[src/rtl/cska_pipe.sv]
// Pipelined carry-skip adder/subtractor: one BLOCK_SIZE-bit block resolved per stage,
// full-rate valid/ready flow with a pipe-wide stall on output backpressure.
module cska_pipe #(
  parameter int N          = 16,
  parameter int BLOCK_SIZE = 4
) (
  input  logic                       clk,
  input  logic                       rst,
  input  logic                       in_valid,
  output logic                       in_ready,
  input  logic [N-1:0]               A,
  input  logic [N-1:0]               B,
  input  logic                       Cin,
  input  logic                       Sub,
  output logic                       out_valid,
  input  logic                       out_ready,
  output logic [N-1:0]               Sum,
  output logic                       Cout,
  output logic                       Ovf,
  output logic [N/BLOCK_SIZE-1:0]    Skip
);

  localparam int NB = N / BLOCK_SIZE;

  generate
    if (N <= 0 || BLOCK_SIZE <= 0 || (N % BLOCK_SIZE) != 0) begin : g_param_check
      $error("cska_pipe: N must be a positive multiple of BLOCK_SIZE");
    end
  endgenerate

  typedef struct packed {
    logic                  skip;
    logic                  cmsb;
    logic                  co;
    logic [BLOCK_SIZE-1:0] s;
  } blk_t;

  // Ripple through one block; carry-out bypasses the ripple when every propagate bit is set.
  function automatic blk_t blk_add(input logic [BLOCK_SIZE-1:0] a,
                                   input logic [BLOCK_SIZE-1:0] b,
                                   input logic                  ci);
    blk_t                  r;
    logic [BLOCK_SIZE-1:0] p;
    logic [BLOCK_SIZE-1:0] g;
    logic                  c;
    p = a ^ b;
    g = a & b;
    c = ci;
    r = '0;
    for (int i = 0; i < BLOCK_SIZE; i++) begin
      r.s[i] = p[i] ^ c;
      r.cmsb = c;
      c      = g[i] | (p[i] & c);
    end
    r.skip = &p;
    r.co   = r.skip ? ci : c;
    return r;
  endfunction

  logic          adv;
  logic [NB-1:0] vld_q;
  logic [NB-1:0] vld_d;

  logic [N-1:0]  a_q    [NB];
  logic [N-1:0]  b_q    [NB];
  logic [N-1:0]  sum_q  [NB];
  logic          c_q    [NB];
  logic [NB-1:0] skip_q [NB];
  logic          ovf_q;

  logic [N-1:0]  a_in    [NB];
  logic [N-1:0]  b_in    [NB];
  logic [N-1:0]  sum_in  [NB];
  logic          c_in    [NB];
  logic [NB-1:0] skip_in [NB];

  logic [N-1:0]  sum_d  [NB];
  logic          c_d    [NB];
  logic [NB-1:0] skip_d [NB];
  logic          ovf_d;
  blk_t          blk    [NB];

  assign adv       = !vld_q[NB-1] || out_ready;
  assign in_ready  = adv;
  assign out_valid = vld_q[NB-1];

  // Stage inputs: stage 0 takes the effective operands, later stages take the skew registers.
  always_comb begin
    a_in[0]    = A;
    b_in[0]    = Sub ? ~B : B;
    c_in[0]    = Sub ? ~Cin : Cin;
    sum_in[0]  = '0;
    skip_in[0] = '0;
    vld_d[0]   = in_valid;
    for (int k = 1; k < NB; k++) begin
      a_in[k]    = a_q[k-1];
      b_in[k]    = b_q[k-1];
      c_in[k]    = c_q[k-1];
      sum_in[k]  = sum_q[k-1];
      skip_in[k] = skip_q[k-1];
      vld_d[k]   = vld_q[k-1];
    end
    for (int k = 0; k < NB; k++) begin
      blk[k] = blk_add(a_in[k][k*BLOCK_SIZE +: BLOCK_SIZE],
                       b_in[k][k*BLOCK_SIZE +: BLOCK_SIZE], c_in[k]);
      sum_d[k] = sum_in[k];
      sum_d[k][k*BLOCK_SIZE +: BLOCK_SIZE] = blk[k].s;
      skip_d[k]    = skip_in[k];
      skip_d[k][k] = blk[k].skip;
      c_d[k]       = blk[k].co;
    end
    ovf_d = blk[NB-1].cmsb ^ blk[NB-1].co;
  end

  always_ff @(posedge clk) begin
    if (rst) begin
      vld_q <= '0;
    end else if (adv) begin
      vld_q <= vld_d;
    end
  end

  // Data registers carry no reset; the outputs are qualified by the valid bit instead.
  always_ff @(posedge clk) begin
    if (adv) begin
      for (int k = 0; k < NB; k++) begin
        a_q[k]    <= a_in[k];
        b_q[k]    <= b_in[k];
        sum_q[k]  <= sum_d[k];
        c_q[k]    <= c_d[k];
        skip_q[k] <= skip_d[k];
      end
      ovf_q <= ovf_d;
    end
  end

  assign Sum  = out_valid ? sum_q[NB-1]  : '0;
  assign Cout = out_valid & c_q[NB-1];
  assign Ovf  = out_valid & ovf_q;
  assign Skip = out_valid ? skip_q[NB-1] : '0;

endmodule

[config.mk]
export PLATFORM = sky130hd
export DESIGN_NAME = cska_pipe
export DESIGN_NICKNAME = d
export VERILOG_FILES = /design/src/rtl/cska_pipe.sv
export SDC_FILE = /design/constraint.sdc
export NUM_CORES = 1
export LEC_CHECK = 0
export BUFFER_PORTS_ARGS = -buffer_cell sky130_fd_sc_hd__buf_2
export CORE_ASPECT_RATIO = 0.9
export CORE_MARGIN = 10
export CORE_UTILIZATION = 25
export CTS_BUF_LIST = sky130_fd_sc_hd__clkbuf_2
export DETAILED_ROUTE_END_ITERATION = 6
export PLACE_DENSITY_LB_ADDON = 0.1
export SLEW_MARGIN = 0
export SYNTH_ARGS = -nofsm -noshare
export SYNTH_HDL_FRONTEND = slang
export SYNTH_SLANG_ARGS = --single-unit
export TNS_END_PERCENT = 10
[constraint.sdc]
create_clock -name clk -period 2.4 [get_ports clk]
set_input_delay 0.12 -clock clk [delete_from_list [all_inputs] [get_ports clk]]
set_output_delay 0.12 -clock clk [all_outputs]
set_load 0.01 [all_outputs]
==> Word level (Yosys, flattened, before mapping) <==
Memories as Yosys holds them, arrays and structs flattened.
Index checks and enable logic that the tools add are counted.
{ "word_totals": {"mem_bits_rw": 212, "in_bits": 38, "n_memories": 5, "word_cells": 84, "out_inout_bits": 24, "reg_bits": 5} }
{ "memory_table": {"columns": ["name", "words", "width", "read_ports", "rd_ports_with_merged_regs", "wr", "line", "text"], "rows": [
  ["a_q", 4, 16, 3, 0, 4, "64", "logic [N-1:0] a_q [NB];"],
  ["b_q", 4, 16, 3, 0, 4, "65", "logic [N-1:0] b_q [NB];"],
  ["sum_q", 4, 16, 4, 0, 4, "66", "logic [N-1:0] sum_q [NB];"],
  ["skip_q", 4, 4, 4, 0, 4, "68", "logic [NB-1:0] skip_q [NB];"],
  ["c_q", 4, 1, 4, 0, 4, "67", "logic c_q [NB];"]
]} }
{ "classes": {"bitwise": 61, "muxes": 10, "n_reduce_logical": 6} }
{ "ops": {"columns": ["cell", "count"], "rows": [
  ["16-bit 2-to-1 mux", 2],
  ["1-bit AND", 18],
  ["1-bit bitwise XOR", 17],
  ["4-bit AND", 4],
  ["16-bit NOT", 1],
  ["1-bit bitwise OR", 16],
  ["4-bit AND reduction", 4],
  ["4-bit bitwise XOR", 4],
  ["1-bit 2-to-1 mux", 7],
  ["4-bit 2-to-1 mux", 1],
  ["1-bit zero test", 1],
  ["1-bit logical OR", 1],
  ["1-bit NOT", 1]
]} }

==> Longest topological paths before layout <==
Gate-level depths: netlist of run 1.
{ "logic_depth": {"ltp_word": 12, "mapped_depth": 9, "mapped_depth_nobuf": 9} }

==> Least setup slack after synthesis of run 1 <==
OpenSTA, ideal clock, no wires.
{ "synth_path": {"kind": "register to register", "from": "mem a_q[2][12]", "to": "reg ovf_q (data pin)", "period_less_slack_ps": 2300, "setup_time_ps": 258, "t_required_ps": 2142, "arrival_ps": 2042, "path_buffers": 0, "setup_slack_ps": 100, "path_stages_with_launch": 10, "cell_sequence": "edfxtp_1 inv_1 fa_1 inv_1 fa_1 fa_1 inv_1 fa_1 mux2_4 xnor2_2"} }
{ "synth_lines": {"columns": ["element", "line", "text"], "rows": [
  ["from (decl)", "64", null],
  ["to (signal assigned)", "133", "ovf_q <= ovf_d;"],
  ["to (decl)", "69", "logic ovf_q;"]
]} }

==> impl_metrics.csv, run 1 <==
group,metric,value,unit
power_and_ir_drop,seqPwrFrac,67.9,%
timing,drv_slew,0,
synth,synth_seq_cells,107,
power_and_ir_drop,powerDensity,689,nW/um^2
floorplan,chipWidth,158,microns
synth,syn_inst,243,
routing,drt-initial-drc-count,95,
timing,tns,0,ns
layout,drive_gt1_share,27.1,%
routing,via_per_inst,3.62,
floorplan,fp.dieH,145,microns
timing,skew,0.0374,ns
worst_setup_path,end_kind,"flop",
place,port_buffers,61,
timing,relSlewSlack,62.7,%
worst_hold_path,holdPathStages,3,
worst_setup_path,rrSetupSlack,0.12,ns
worst_hold_path,whs_endpoint,"b_q[0][8]$_DFFE_PP_",
synth,syn_area,4310,sq um
power_and_ir_drop,ir_drop,0.243,mV
routing,antenna_left,0,
timing,rsz0062_at_grt,"false",
worst_setup_path,worst_path_max_delay_cell,"edfxtp_1",
floorplan,core,16900,sq um
synth,synthTopCellsByArea,"edfxtp_1, fa_1, ha_1",
power_and_ir_drop,power.total,3750,uW
worst_setup_path,crit_buf_inv,3,
timing,fin_crit_sh,94.8,%
grt,grt_max_degree,39,
place,place_hpwl,4730,microns
worst_setup_path,path_max_fanout,2,
power_and_ir_drop,leakage,0.00237,uW
power_and_ir_drop,power_frac_clock,21.6,%
place,place_area,4930,sq um
layout,n_antenna_cell,0,
layout,multiInputGateArea,968,sq um
cts,clk_pin_slew,0.32,ns
worst_setup_path,cp_cell_sequence,"inv_1 -> fa_2 -> inv_2 -> fa_2 -> fa_2 -> inv_2 -> fa_2 -> mux2_4 -> xnor2_2",
timing,post-route-min-period,2.28,ns
layout,area_growth,26.3,%
floorplan,placementRows,45,
worst_setup_path,cp_common_cell,"fa_2",
cts,ctsRootBufferMaster,"clkbuf_2",
grt,grt.overflow.total,0,
timing,setup_viol,0,
place,place_congestion,0.685,
synth,ys_seq_area_share,73.6,%
cts,clkSinkCount,107,
timing,fmax,439,MHz
layout,seq_area,3170,sq um
power_and_ir_drop,switchingPower,914,uW
power_and_ir_drop,p_comb_share,10.5,%
cts,cts_tree,"done",
worst_setup_path,r2r_cells,9,
routing,vias,2077,
power_and_ir_drop,p_sw_share,24.3,%
worst_setup_path,r2r_start,"b_q[2][12]$_DFFE_PP_",
worst_setup_path,start_kind,"flop",
worst_hold_path,min-delay-start,"Sub",
floorplan,start_util,25.5,%
layout,fin_nets,427,
worst_setup_path,cpLargestDelayFamily,"adder cells",
worst_setup_path,crit_path_max_incr_delay,0.42,ns
synth,yosys.area.top_type,"edfxtp_1",
worst_setup_path,cp.arrival,2.68,ns
worst_setup_path,cp.required,2.80,ns
synth,ys.warnings.count,0,
layout,nFillCells,1682,
cts,clk_latency,0.61,ns
power_and_ir_drop,power.internal,2840,uW
grt,antenna_found_initial,0,
cts,ctsHtreeMaxLevel,3,
run,drv_cap,0,
grt,grt_use_total,6.34,%
cts,cts_buffers,9,
status,status,"completed",
synth,yosysTopAreaCellShare,71.7,%
routing,dr.pass1.iters,3,
routing,routed_wl,6770,microns
routing,avgRoutedWirePerCell,11.8,microns
worst_setup_path,path_class,"reg2reg",
timing,hold_violations,0,
synth,yosysUniqueCellTypes,19,
routing,drc,0,
cts,clockBufferDepth,2,
floorplan,dieArea,22900,sq um
layout,final_util,32.3,%
layout,stdcell_area,5450,sq um
grt,grt_pass1_wl,10900,microns
floorplan,ios,62,
worst_hold_path,holdCritPathClass,"in2reg",
timing,tightestPinTransition,0.559,ns
worst_setup_path,r2r_end,"ovf_q$_DFFE_PP_",
synth,avgSynthCellArea,17.7,sq um
synth,syn_nets,313,
grt,grt_pass1_vias,2259,
-- area by class of cell --
| cell class | instances | area share [%] |
|---|---|---|
| sequential | 107 | 58.2 |
| multi-input combinational | 90 | 17.8 |
| timing repair buffer | 108 | 14.3 |
| tap | 211 | 4.84 |
| inverter | 41 | 2.82 |
| clock inverter | 7 | 1.22 |
| clock buffer | 9 | 0.827 |
-- state kept, by name, summed over array words and instances (netlist names) --
| signal | count |
|---|---|
| a_q | 24 |
| b_q | 24 |
| c_q | 4 |
| ovf_q | 1 |
| skip_q | 10 |
| sum_q | 40 |
| vld_q | 4 |
-- placed cells by master, fill, tap and decap left out --
master / netlist / layout
a21oi_1: 3 / 3
and2_1: 22 / 22
buf_12: 0 / 2
buf_2: 1 / 61
buf_4: 0 / 7
clkbuf_2: 0 / 9
clkinvlp_4: 0 / 2
dfxtp_1: 4 / 4
dlygate4sd3_1: 0 / 38
edfxtp_1: 103 / 103
fa_1: 16 / 12
fa_2: 0 / 4
ha_1: 16 / 16
inv_1: 41 / 38
inv_2: 0 / 3
inv_6: 0 / 2
inv_8: 0 / 3
mux2_2: 1 / 1
mux2_4: 1 / 1
mux2i_1: 3 / 3
nand2b_4: 0 / 1
nand4_1: 3 / 3
nand4_2: 1 / 1
nor2_1: 5 / 5
xnor2_2: 1 / 1
xor2_1: 17 / 17
-- worst max path at each step --
stage	from	endpoint	slack (ns)	cells after the start
floorplan	a_q[2][12]$_DFFE_PP_	ovf_q$_DFFE_PP_	0.10	9
global placement	a_q[2][12]$_DFFE_PP_	ovf_q$_DFFE_PP_	0.09	9
detailed placement	a_q[2][12]$_DFFE_PP_	ovf_q$_DFFE_PP_	0.04	9
CTS	a_q[2][12]$_DFFE_PP_	ovf_q$_DFFE_PP_	0.03	9
global route	b_q[2][12]$_DFFE_PP_	ovf_q$_DFFE_PP_	0.03	9
finish	b_q[2][12]$_DFFE_PP_	ovf_q$_DFFE_PP_	0.12	9
-- worst register-to-register path, stage by stage (launching register included) --
cell,delay (ns)
edfxtp_1,0.42
inv_1,0.06
fa_2,0.35
inv_2,0.06
fa_2,0.20
fa_2,0.21
inv_2,0.04
fa_2,0.32
mux2_4,0.28
xnor2_2,0.12
-- Yosys cell counts, drive strengths merged --
master and n:
edfxtp 103, inv 41, and2 22, xor2 17, fa 16, ha 16
nor2 5, dfxtp 4, nand4 4, a21oi 3, buf 3, mux2i 3
clkbuf 2, mux2 2, nand2b 1, xnor2 1
-- per-layer routing --
layer  GRT usage (%)  vias up  share of wire (%)
met3            3.41        5                7.7
met2            11.1       46                 52
met4            2.34        0                1.4
met1            6.23      991                 39
li1                -     1035                  -
met5               0        -                  0
-- metrics by stage --
stage | std cells | hold WS [ns] | setup WS (ns)
after global placement | 517 | 0.297 | 0.0913
after detailed placement | 517 | 0.298 | 0.0360
after CTS | 572 | 0.00191 | 0.0287
final | 573 | 0.0877 | 0.124
after global routing | 573 | 0.00542 | 0.0327
after floorplan | 243 | 0.189 | 0.100
-- power groups by stage --
stage	combinational [uW]	clock, uW	sequential [uW]
3_5_place_dp	330	0	2610
2_1_floorplan	213	0	2570
4_1_cts	402	880	2560
5_1_grt	464	946	2590
3_3_place_gp	329	0	2590
6_report	394	811	2550
-- cell families after synthesis --
logic type      share of synthesized area [%]
flops                                    73.6
buf+inv                                  4.38
fa+ha+maj                                12.1
simple gates                             4.50
xor+xnor                                 3.83
mux                                      1.31
compound gates                          0.348
-- repair_timing --
action                                  in CTS  in global routing
endpoints found under the setup margin       1                  1
endpoints found under the hold margin       34                  0
gates resized for setup                      4                  3
hold buffers                                38                  0
pin swaps                                    1                  3
setup buffers                                1                  1
No activity file was read; power rests on OpenSTA's default activity.
==> run 2: changes to the inputs <==
Settings changed: BUFFER_PORTS_ARGS -buffer_cell sky130_fd_sc_hd__buf_2 to -buffer_cell sky130_fd_sc_hd__clkbuf_2.
==> run 2 against run 1 <==
Effect of this change:
- hold slack got worse by 0.0086 ns
- flip-flop and latch count unchanged
- die area unchanged
- core utilization decreased by 0.13 points
- sequential share of layout area increased by 0.24 points
- first-iteration DRC count decreased by 1.1%
- final area decreased by 0.41%
- setup slack got worse by 0.032 ns
- critical path depth unchanged
- combinational power decreased by 4%
- largest power group unchanged
- highest routed layer unchanged
==> impl_metrics.csv, run 2 (same netlist as run 1, synthesis figures left out) <==
group,metric,value,unit
status,status,"completed",
power_and_ir_drop,p_comb_share,10.0,%
place,place_congestion,0.679,
timing,hold_violations,0,
grt,grt_use_total,6.46,%
cts,cts_setup_buffers,0,
timing,fin_crit_sh,96.2,%
worst_setup_path,cpLargestDelayFamily,"adder cells",
power_and_ir_drop,power.internal,2910,uW
floorplan,placementRows,45,
routing,wl_met3,520,microns
floorplan,fp.dieH,145,microns
worst_setup_path,start_kind,"flop",
timing,drv_slew,0,
cts,clkSinkCount,107,
layout,layout_commonest_cell,"edfxtp_1",
worst_setup_path,cp.required,2.81,ns
power_and_ir_drop,leakage,0.00235,uW
timing,tns,0,ns
routing,routed_wl,6840,microns
worst_setup_path,crit_path_max_incr_delay,0.44,ns
worst_setup_path,path_class,"reg2reg",
timing,relSlewSlack,61.1,%
worst_setup_path,path_max_fanout,2,
timing,rsz0062_at_grt,"false",
worst_setup_path,end_kind,"flop",
layout,largest_reg_flops,40,
power_and_ir_drop,ir_drop,0.320,mV
cts,clockBufferDepth,2,
routing,via_per_inst,3.68,
cts,cts_tree,"done",
routing,wl_met2,3510,microns
power_and_ir_drop,switchingPower,891,uW
layout,final_cell_mix,"edfxtp_1, clkbuf_2, inv_1, dlygate4sd3_1, and2_1",
routing,avgRoutedWirePerCell,12.0,microns
worst_setup_path,worst_path_max_delay_cell,"edfxtp_1",
timing,setup_viol,0,
layout,drive_gt1_share,25.9,%
grt,grt_pass1_vias,2252,
grt,grt_pass1_wl,11200,microns
place,port_buffers,61,
timing,post-route-min-period,2.31,ns
timing,skew,0.0270,ns
cts,cts_buffers,9,
power_and_ir_drop,power.total,3800,uW
worst_setup_path,cp_common_cell,"fa_2",
worst_hold_path,holdCritPathClass,"in2reg",
worst_setup_path,cp_cell_sequence,"inv_2 -> fa_2 -> inv_2 -> fa_2 -> fa_2 -> inv_1 -> fa_2 -> mux2_4 -> xnor2_2",
cts,clk_latency,0.61,ns
layout,area_growth,25.8,%
power_and_ir_drop,power_frac_clock,22.8,%
timing,tightestPinTransition,0.583,ns
run,drv_cap,0,
place,place_hpwl,4480,microns
worst_setup_path,crit_buf_inv,3,
grt,grt.overflow.total,0,
floorplan,ios,62,
floorplan,start_util,25.5,%
floorplan,chipWidth,158,microns
timing,fmax,433,MHz
routing,drt-initial-drc-count,94,
routing,highest_layer,"met4",
layout,n_antenna_cell,0,
floorplan,core,16900,sq um
grt,grt_max_degree,109,
power_and_ir_drop,p_sw_share,23.4,%
worst_setup_path,cp.arrival,2.72,ns
grt,antenna_found_initial,0,
cts,ctsRootBufferMaster,"clkbuf_2",
routing,wl_met1,2700,microns
layout,biggestRegsByFlops,"sum_q: 40 flops, a_q: 24 flops, b_q: 24 flops",
layout,top_register,"sum_q",
cts,clk_pin_slew,0.30,ns
layout,fin_nets,424,
power_and_ir_drop,powerDensity,700,nW/um^2
power_and_ir_drop,seqPwrFrac,67.2,%
routing,drc,0,
routing,antenna_left,0,
cts,ctsHtreeMaxLevel,3,
floorplan,dieArea,22900,sq um
routing,dr.pass1.iters,4,
routing,vias,2095,
-- run 2: cell types whose count changed in the layout (fill, tap and decap cells not counted), sizes merged --
| cell | before | now |
|---|---|---|
| buf | 70 | 5 |
| bufinv | 0 | 1 |
| dlygate4sd3 | 38 | 39 |
| clkbuf | 9 | 70 |
| inv | 46 | 43 |
| clkinv | 0 | 2 |
-- run 2: timing repair --
item,CTS,global route
setup endpoints to repair,0,1
resized for setup,0,6
endpoints found under the hold margin,34,0
hold buffers,39,0
-- run 2: metrics by stage --
step	area (sq um)	hold slack [ns]	instances	utilization, %	setup slack (ns)
detailed placement	4900	0.299	515	29.0	0.0727
global placement	4900	0.297	515	29.0	0.0966
floorplan	4310	0.189	243	-	0.100
finish	5430	0.0791	570	32.1	0.0920
CTS	5420	0.000201	570	32.1	0.0287
global route	5430	0.0206	570	32.1	0.0207
-- run 2: tightest hold or removal path, delay by kind of cell --
kind                       cells  cell delay [ns]
adders and majority gates      1             0.16
xor gates and xnor gates       1             0.07
buffers and inverters          3             0.19
-- run 2: layout make-up --
type,instances,area (sq um)
clock inverters,7,76.3
clock buffers,9,45.0
flip-flops and latches,107,3170
repair buffers,105,746
multi-input cells,90,968
fillers,1678,11500
well taps,211,264
inverters,41,154
-- run 2: path summary, 6_finish.rpt --
path / from / end / slack, ns / depth (start not counted)
setup / recovery: a_q[2][12]$_DFFE_PP_ / ovf_q$_DFFE_PP_ / 0.09 / 9
hold / removal: B[1] / sum_q[0][1]$_DFFE_PP_ / 0.08 / 5
setup reg to reg: a_q[2][12]$_DFFE_PP_ / ovf_q$_DFFE_PP_ / 0.09 / 9
hold reg to reg: b_q[0][13]$_DFFE_PP_ / b_q[1][13]$_DFFE_PP_ / 0.43 / 0
-- run 2: routing by layer --
layer / global-route usage (%) / up-vias
met2: 10.8 / 46
met4: 2.63 / 0
met1: 6.66 / 1007
met5: 0 / -
met3: 3.50 / 8
li1: - / 1034
-- run 2: power by group through the flow --
stage	sequential, uW	clock (uW)	combinational (uW)
2_1_floorplan	2570	0	213
3_3_place_gp	2590	0	327
3_5_place_dp	2610	0	330
4_1_cts	2560	940	389
5_1_grt	2590	1010	450
6_report	2550	867	379
